<file path="config.mk">
export PLATFORM = sky130hd
export DESIGN_NAME = fde_machine
export DESIGN_NICKNAME = d
export VERILOG_FILES = /design/src/rtl/fde_machine_pkg.sv /design/src/rtl/fde_counter.sv /design/src/rtl/fde_machine.sv
export SDC_FILE = /design/constraint.sdc
export NUM_CORES = 1
export LEC_CHECK = 0
export CORE_ASPECT_RATIO = 1.5
export CORE_MARGIN = 2
export CORE_UTILIZATION = 40
export CTS_CLUSTER_DIAMETER = 40
export CTS_CLUSTER_SIZE = 40
export DETAILED_ROUTE_END_ITERATION = 6
export GPL_ROUTABILITY_DRIVEN = 1
export PLACE_DENSITY = 0.74
export SYNTH_ARGS = -nofsm -noshare
export SYNTH_HDL_FRONTEND = slang
export SYNTH_SLANG_ARGS = --single-unit
export TNS_END_PERCENT = 100
</file>
<file path="constraint.sdc">
create_clock -name clk -period 3.4 [get_ports clk]
set_input_delay 0.85 -clock clk [delete_from_list [all_inputs] [get_ports clk]]
set_output_delay 0.85 -clock clk [all_outputs]
set_load 0.03 [all_outputs]
</file>
<file path="src/rtl/fde_machine_pkg.sv">
// rtl/fde_machine_pkg.sv - shared phase encodings and widths for the fetch/decode/execute sequencer
//
// Purpose : single source of truth for the phase codes used by the control
//           unit and anything that decodes its state output.
// Contents: fde_state_e (FETCH/DECODE/EXECUTE/HALT), COUNT_W.
package fde_machine_pkg;

    // All four codes are used, so the state register has no illegal value.
    typedef enum logic [1:0] {
        ST_FETCH   = 2'b00,
        ST_DECODE  = 2'b01,
        ST_EXECUTE = 2'b10,
        ST_HALT    = 2'b11
    } fde_state_e;

    localparam int COUNT_W = 16;

endpackage

</file>
<file path="src/rtl/fde_counter.sv">
// rtl/fde_counter.sv - completed-instruction counter with enable and natural wrap
//
// Purpose : counts EXECUTE completions; wraps from all-ones to zero.
// Ports   : clk    - rising-edge clock
//           reset  - asynchronous active-low reset, clears the count
//           en     - advance enable; count holds when low
//           inc    - add one on the next enabled edge
//           count  - current count
module fde_counter
    import fde_machine_pkg::*;
(
    input  logic               clk,
    input  logic               reset,
    input  logic               en,
    input  logic               inc,
    output logic [COUNT_W-1:0] count
);

    logic [COUNT_W-1:0] count_q;
    logic [COUNT_W-1:0] count_d;

    // Plain modular add gives the FFFF -> 0000 wrap for free.
    always_comb begin
        count_d = count_q;
        if (inc) begin
            count_d = count_q + {{(COUNT_W-1){1'b0}}, 1'b1};
        end
    end

    always_ff @(posedge clk or negedge reset) begin
        if (!reset) begin
            count_q <= '0;
        end else if (en) begin
            count_q <= count_d;
        end
    end

    assign count = count_q;

endmodule

</file>
<file path="src/rtl/fde_machine.sv">
// rtl/fde_machine.sv - fetch/decode/execute phase sequencer with stall, halt and resume
//
// Purpose : steps FETCH -> DECODE -> EXECUTE, holds EXECUTE while stalled,
//           parks in HALT when halt is seen at an instruction boundary.
// Ports   : clk, reset (async active-low), en (global advance enable),
//           stall, halt, resume (control requests),
//           state (phase code), fetch_phase/decode_phase/exec_phase/halted
//           (one-hot phase decodes), instr_done (completion pulse),
//           instr_count (completed instructions, wrapping).
module fde_machine
    import fde_machine_pkg::*;
(
    input  logic               clk,
    input  logic               reset,
    input  logic               en,
    input  logic               stall,
    input  logic               halt,
    input  logic               resume,
    output logic [1:0]         state,
    output logic               fetch_phase,
    output logic               decode_phase,
    output logic               exec_phase,
    output logic               instr_done,
    output logic [COUNT_W-1:0] instr_count,
    output logic               halted
);

    fde_state_e state_q;
    fde_state_e state_d;
    logic       done_q;
    logic       done_d;
    logic       complete;

    // An instruction completes on an EXECUTE cycle that is not stalled;
    // stall therefore has priority over halt.
    assign complete = (state_q == ST_EXECUTE) && !stall;

    always_comb begin
        state_d = state_q;
        done_d  = complete;
        case (state_q)
            ST_FETCH:   state_d = ST_DECODE;
            ST_DECODE:  state_d = ST_EXECUTE;
            ST_EXECUTE: begin
                if (complete) begin
                    state_d = halt ? ST_HALT : ST_FETCH;
                end
            end
            ST_HALT: begin
                if (resume) begin
                    state_d = ST_FETCH;
                end
            end
            default:    state_d = ST_FETCH;
        endcase
    end

    always_ff @(posedge clk or negedge reset) begin
        if (!reset) begin
            state_q <= ST_FETCH;
            done_q  <= 1'b0;
        end else if (en) begin
            state_q <= state_d;
            done_q  <= done_d;
        end
    end

    fde_counter u_counter (
        .clk   (clk),
        .reset (reset),
        .en    (en),
        .inc   (complete),
        .count (instr_count)
    );

    assign state        = state_q;
    assign fetch_phase  = (state_q == ST_FETCH);
    assign decode_phase = (state_q == ST_DECODE);
    assign exec_phase   = (state_q == ST_EXECUTE);
    assign halted       = (state_q == ST_HALT);
    // done_q holds while en is low, so the pulse is masked rather than lost.
    assign instr_done   = done_q & en;

endmodule

</file>
==> results.txt, run 1 <==
Simple-Gate Fraction of Synth Area -> 0.260
Post-synthesis mux area share -> 0
Slew Limit Fails -> 0
Area of the multi-input gates -> 414 um^2
Post-CTS Hold Buffers -> 0
CTS H-tree lvls -> 1
Overall power -> 0.000756 W
Die Footprint -> 2680 um^2
HPWL after DPL -> 1360 um
Fraction of layout cells with a size suffix above 1 -> 0.0690
CP startpoint -> en
Ranking of synthesized cells by area -> dfrtp_1, xnor2_1, nand2_1, nand4_1, xor2_1
Crit Path Class -> primary input to output pin
Period Utilization, post-route -> 0.868
Post-DR vias/cell -> 5.22
Clock buffer depth -> 2
Mapped Nets -> 91
N_diodes -> 0
Slowest stage delay, CP -> 0.66 ns
Status -> finished, final reports clean
Reg-to-reg startpoint -> state[0]
Number of fill cells -> 203
Buffers on Ports -> 28
Syn Inst Count -> 84
Initial DRC count -> 4
Setup violations, final -> 0
Synth area leader -> dfrtp_1
Worst EP arrival -> 2.10 ns
Critical Path End Type -> output pin
Post-Synth Adder-Cell Area -> 0.0138
First-pass GRT wire length -> 3150 um
Worst R2R End -> u_counter.count[15]
GRT Residual Overflow -> 0
Worst setup path endpoint -> instr_done
Synthesized area per cell -> 10.8 um^2
Worst hold start -> u_counter.count[15]
Cell area after synthesis -> 908 um^2
Worst hold path type -> flop to flop
Number of detailed-route iterations in the first pass -> 3
CTS tree -> yes
Crit path cell chain -> clkdlybuf4s50_1 -> and2_1 -> clkdlybuf4s50_1
Yosys warning count -> 0
Total track usage -> 0.149
Fin nets -> 124
Critical Path Source Type -> primary input
Postcts setup bufs -> 0
CTS clk-pin slew, worst paths -> 0.10 ns
Critical-path maximum fanout -> 2
Distinct cells, synth -> 26
Placed Instance Area -> 1210 um^2
TritonCTS Buffers -> 3
Worst Reg-to-Reg Cells -> 4
Clock sink total -> 19
Synth top area share -> 0.523
Reg2reg setup slack -> 1.59 ns
Drc violations -> 0
FP Rows -> 21
Clk_lat worst skew -> 0.29 ns
GR Util met1 -> 0.161
Largest net degree at the start of global routing -> 20
Drt wl/cell -> 12.5 um
Buffers & Inverters on Critical Path -> 2
Area grow syn2layout -> 36.5%
Core Area -> 2180 um^2
Most common cell after layout, fill and taps aside -> clkdlybuf4s50_1
Design area -> 1240 um^2
Synth Area in XOR/XNOR -> 0.145
Static leakage -> 0.537 nW
Highest-count cells in the layout ignoring fill and taps -> clkdlybuf4s50_1, dfrtp_1, nand2_1, xnor2_1, nand4_1
Sequential fraction of the synthesis area -> 0.523
VDD IR-drop max -> 0.420 mV
Vias -> 725
Placer Congestion -> 0.721
Met3 usage -> 0.0262
Die Span X -> 42.9 um
Final min period -> 2.95 ns
Total I/O pin count -> 29
Worst-Margin Slew -> 0.823 ns
Largest delay share family, worst path -> buffers and inverters
Initial antenna violation count -> 0
Critical Path Most Common Cell -> clkdlybuf4s50_1
Hold Fails Final Rpt -> 0
Max Fclk -> 339 MHz
Pwr/cell area -> 609 nW/um^2
Total routed wirelength -> 1740 um
Sequential cell area -> 475 um^2
Largest family of logic cells by synthesized area -> simple AND/OR/NAND/NOR gates
Register bit count reported by yosys -> 19
Setup_tns -> 0 ns
ANT nets after route -> 0
Worst path slowest cell -> clkdlybuf4s50_1
Cts repair resizes -> 0
Root Buffer -> clkbuf_4
Post-synthesis compound-gate area fraction -> 0.0372
Die H -> 62.4 um
Vias in the first global route -> 740
Worst relative slew slack -> 0.449
Worst path depth -> 3
Busiest grt layer -> met2
WP data required -> 2.55 ns
GR Util met2 -> 0.273
Max-cap check violation count -> 0
Unrepaired setup endpoints after global routing -> false
Initial core utilization -> 0.417
Maximum clock skew at final layout -> 0.00582 ns
-- registers in the layout, indices dropped and copies added, names as in the netlist --
| signal | cells |
|---|---|
| u_counter.count | 16 |
| done_q | 1 |
| state | 2 |
-- cells by family after synthesis --
family / count (synthesis)
compound gates: 6
simple gates: 40
fa+ha+maj: 1
xor+xnor: 15
buf+inv: 3
flops: 19
-- cell usage after synthesis --
cell       count
nand2_1       11
nand4bb_1      1
and3_1         1
and3b_1        1
or3_4          1
nor2_1         3
nor2_2         1
a311oi_1       1
and2b_1        1
a21oi_1        1
xnor2_1       11
and4_1         1
buf_6          1
nor3_4         1
ha_1           1
o21ai_0        4
or3b_2         1
and2_1         2
nor4_1         1
nand3_1        4
dfrtp_1       19
nor2b_1        2
xor2_1         4
nor3_1         2
inv_1          2
nand4_1        6
-- metrics by stage --
step / utilization / cells / hold WS, ns / setup slack (ns)
finish: 0.569 / 139 / 0.471 / 0.449
global route: 0.569 / 139 / 0.497 / 0.391
CTS: 0.569 / 139 / 0.483 / 0.442
detailed placement: 0.557 / 135 / 0.467 / 0.451
global placement: 0.557 / 135 / 0.456 / 0.455
floorplan: - / 84 / 0.491 / 1.42
-- cell type report --
class	count	area share
sequential	19	0.383
multi-input combinational	62	0.334
inverter	2	0.00605
tap	23	0.0232
clock buffer	4	0.0212
timing repair buffer	29	0.232
-- layer usage --
metal	part of all wire	vias to the layer above	wire, um
met4	0.011	0	19
met2	0.54	23	944
met3	0.048	2	84
met1	0.40	345	696
li1	-	355	-
met5	0	-	0
-- how the worst min path moves through the flow --
stage	to	slack (ns)	cells after the start
2_1_floorplan	done_q	0.49	2
3_3_place_gp	u_counter.count[15]	0.46	1
3_5_place_dp	u_counter.count[15]	0.47	1
4_1_cts	u_counter.count[15]	0.48	1
5_1_grt	u_counter.count[15]	0.50	1
6_report	u_counter.count[15]	0.47	1
-- worst register-to-register path, stage by stage, from the launching register on --
cell and delay, ns:
dfrtp_1 0.48, nand4bb_1 0.47, or3_4 0.52, nor2_2 0.13
xor2_1 0.15
-- power breakdown --
part	switching (W)	internal [W]	total [W]
clock	0.0000637	0.0000456	0.000109
combinational	0.000183	0.000143	0.000326
sequential	0.0000592	0.000261	0.000320
total	0.000306	0.000450	0.000756
Power figures use the tool's default switching activity.
==> run 2: changes to the inputs <==
--- a/config.mk
+++ b/config.mk
@@ -5,14 +5,14 @@
 export SDC_FILE = /design/constraint.sdc
 export NUM_CORES = 1
 export LEC_CHECK = 0
-export CORE_ASPECT_RATIO = 1.5
 export CORE_MARGIN = 2
-export CORE_UTILIZATION = 40
+export CORE_UTILIZATION = 50
+export CTS_BUF_LIST = sky130_fd_sc_hd__clkbuf_4
 export CTS_CLUSTER_DIAMETER = 40
 export CTS_CLUSTER_SIZE = 40
 export DETAILED_ROUTE_END_ITERATION = 6
 export GPL_ROUTABILITY_DRIVEN = 1
-export PLACE_DENSITY = 0.74
+export PLACE_DENSITY = 0.88
 export SYNTH_ARGS = -nofsm -noshare
 export SYNTH_HDL_FRONTEND = slang
 export SYNTH_SLANG_ARGS = --single-unit
==> run 2 against run 1 <==
- count of clock-buffer cells in the layout is the same
- core utilization grew 15 points
- setup slack lost 0.021 ns
- wire length grew 0.46%
- register-to-register slack lost 0.03 ns
==> results.txt, run 2 (synthesis results as in run 1) <==
Hold Fails Final Rpt -> 0 (unchanged)
Max-cap check violation count -> 0 (unchanged)
Root Buffer -> clkbuf_4
Maximum clock skew at final layout -> 0.00342 ns (-0.00240 ns)
Die Footprint -> 2170 um^2 (-19%)
Pwr/cell area -> 618 nW/um^2 (+1.5%)
Hold path depth -> 1 (unchanged)
Clk pwr share -> 0.158 (+0.013)
Placer Congestion -> 0.776 (+7.6%)
Busiest grt layer -> met2
Clock sink total -> 19 (unchanged)
Sw frac -> 0.405 (about the same)
Worst hold start -> u_counter.count[15]
Critical Path Source Type -> primary input
Area grow syn2layout -> 37.2%
CTS clk-pin slew, worst paths -> 0.10 ns (about the same)
Crit Path Class -> primary input to output pin
Postcts setup bufs -> 0 (unchanged)
Worst Reg-to-Reg Cells -> 4 (unchanged)
Die H -> 46.6 um (-25%)
Setup_tns -> 0 ns (unchanged)
FP Rows -> 15 (-29%)
Setup violations, final -> 0 (unchanged)
Max reg flops -> 16 (unchanged)
P_int -> 0.000458 W (+1.9%)
TritonCTS Buffers -> 3 (unchanged)
Slew Limit Fails -> 0 (unchanged)
Combinational share of power -> 0.428 (-0.004)
Largest net degree at the start of global routing -> 20 (unchanged)
GR Util met2 -> 0.319 (+0.0467)
Worst EP arrival -> 2.12 ns (+0.02 ns)
Critical Path End Type -> output pin
Vias in the first global route -> 672 (-9.2%)
Initial core utilization -> 0.526 (+0.110)
Cts repair resizes -> 0 (unchanged)
Final min period -> 2.97 ns (+0.0208 ns)
Critical-path maximum fanout -> 2 (unchanged)
GR Util met1 -> 0.229 (+0.0677)
Post-CTS Hold Buffers -> 0 (unchanged)
Total routed wirelength -> 1750 um (+0.46%)
Initial DRC count -> 9 (+5)
Worst R2R End -> u_counter.count[11]
Setup ws final -> 0.428 ns (-0.0208 ns)
CTS H-tree lvls -> 1 (unchanged)
CTS tree -> yes
Core Area -> 1730 um^2 (-21%)
Clock buffer depth -> 2 (unchanged)
Fraction of layout cells with a size suffix above 1 -> 0.0776 (+0.00862)
Worst hold path type -> flop to flop
Initial antenna violation count -> 0 (unchanged)
Number of detailed-route iterations in the first pass -> 3 (unchanged)
Drc violations -> 0 (unchanged)
VDD IR-drop max -> 0.445 mV (+6.0%)
Worst-Margin Slew -> 0.843 ns (+0.0192 ns)
Fin nets -> 124 (unchanged)
Status -> finished, final reports clean
Pre-CTS setup slack -> 0.432 ns (-0.0194 ns)
First-pass GRT wire length -> 2850 um (-9.4%)
CP startpoint -> en
ANT nets after route -> 0 (unchanged)
Seq pwr share -> 0.414 (-0.009)
Switch Pwr -> 0.000312 W (+2.1%)
Unrepaired setup endpoints after global routing -> false
Worst Hold Path EP -> u_counter.count[15]
Die Span X -> 46.6 um (+8.7%)
Clk_lat worst skew -> 0.30 ns (about the same)
Met3 usage -> 0.0235 (-0.00263)
Worst relative slew slack -> 0.437 (-0.0128)
Vias -> 726 (+0.14%)
N_diodes -> 0 (unchanged)
Most common cell after layout, fill and taps aside -> clkdlybuf4s50_1
Drt wl/cell -> 12.4 um (-0.97%)
GRT Residual Overflow -> 0 (unchanged)
Buffers on Ports -> 28 (unchanged)
Period Utilization, post-route -> 0.874 (+0.00611)
WP data required -> 2.55 ns (about the same)
Reg2reg setup slack -> 1.56 ns (-0.03 ns)
Static leakage -> 0.541 nW (+0.64%)
Post-DR vias/cell -> 5.15 (-1.3%)
HPWL after DPL -> 1330 um (-2.5%)
Reg-to-reg startpoint -> state[0]
Max Fclk -> 336 MHz (-0.70%)
Total I/O pin count -> 29 (unchanged)
Highest-count cells in the layout ignoring fill and taps -> clkdlybuf4s50_1, dfrtp_1, nand2_1, xnor2_1, nand4_1
Total track usage -> 0.191 (+0.0416)
-- run 2: per-layer routing --
layer,wire (um),share of wire,vias up
li1,-,-,355
met1,734,0.42,342
met2,881,0.50,24
met3,92,0.053,5
met4,43,0.025,0
met5,0,0,-
-- run 2: final cells by class --
type,count,area [um^2]
multi-input cells,62,414
flip-flops and latches,19,475
repair buffers,29,288
well taps,25,31.3
fillers,134,480
inverters,2,7.51
clock buffers,4,30.0
-- run 2: worst max path at each step --
stage,end,slack [ns],cells past startpoint
after floorplan,instr_done,1.42,1
after global placement,instr_done,0.45,3
after detailed placement,instr_done,0.43,3
after CTS,instr_done,0.43,3
after global routing,instr_done,0.38,3
final,instr_done,0.43,3
-- run 2: power groups by stage --
stage	clock network, W	registers, W	logic [W]
after CTS	0.000125	0.000320	0.000333
after global placement	0	0.000321	0.000324
after detailed placement	0	0.000323	0.000331
final	0.000122	0.000319	0.000330
after floorplan	0	0.000375	0.000132
after global routing	0.000139	0.000327	0.000345
-- run 2: metrics by stage --
stage	cells	utilization	power, W	instance area, um^2	hold WS, ns
2_1_floorplan	84	-	0.000507	908	0.491
3_5_place_dp	137	0.704	0.000654	1220	0.459
6_report	141	0.722	0.000770	1250	0.471
3_3_place_gp	137	0.704	0.000645	1220	0.454
5_1_grt	141	0.722	0.000812	1250	0.482
4_1_cts	141	0.722	0.000778	1250	0.476
-- run 2: critical path, cell delays in order --
cell and delay [ns]:
clkdlybuf4s50_1 0.47, and2_1 0.13, clkdlybuf4s50_1 0.67
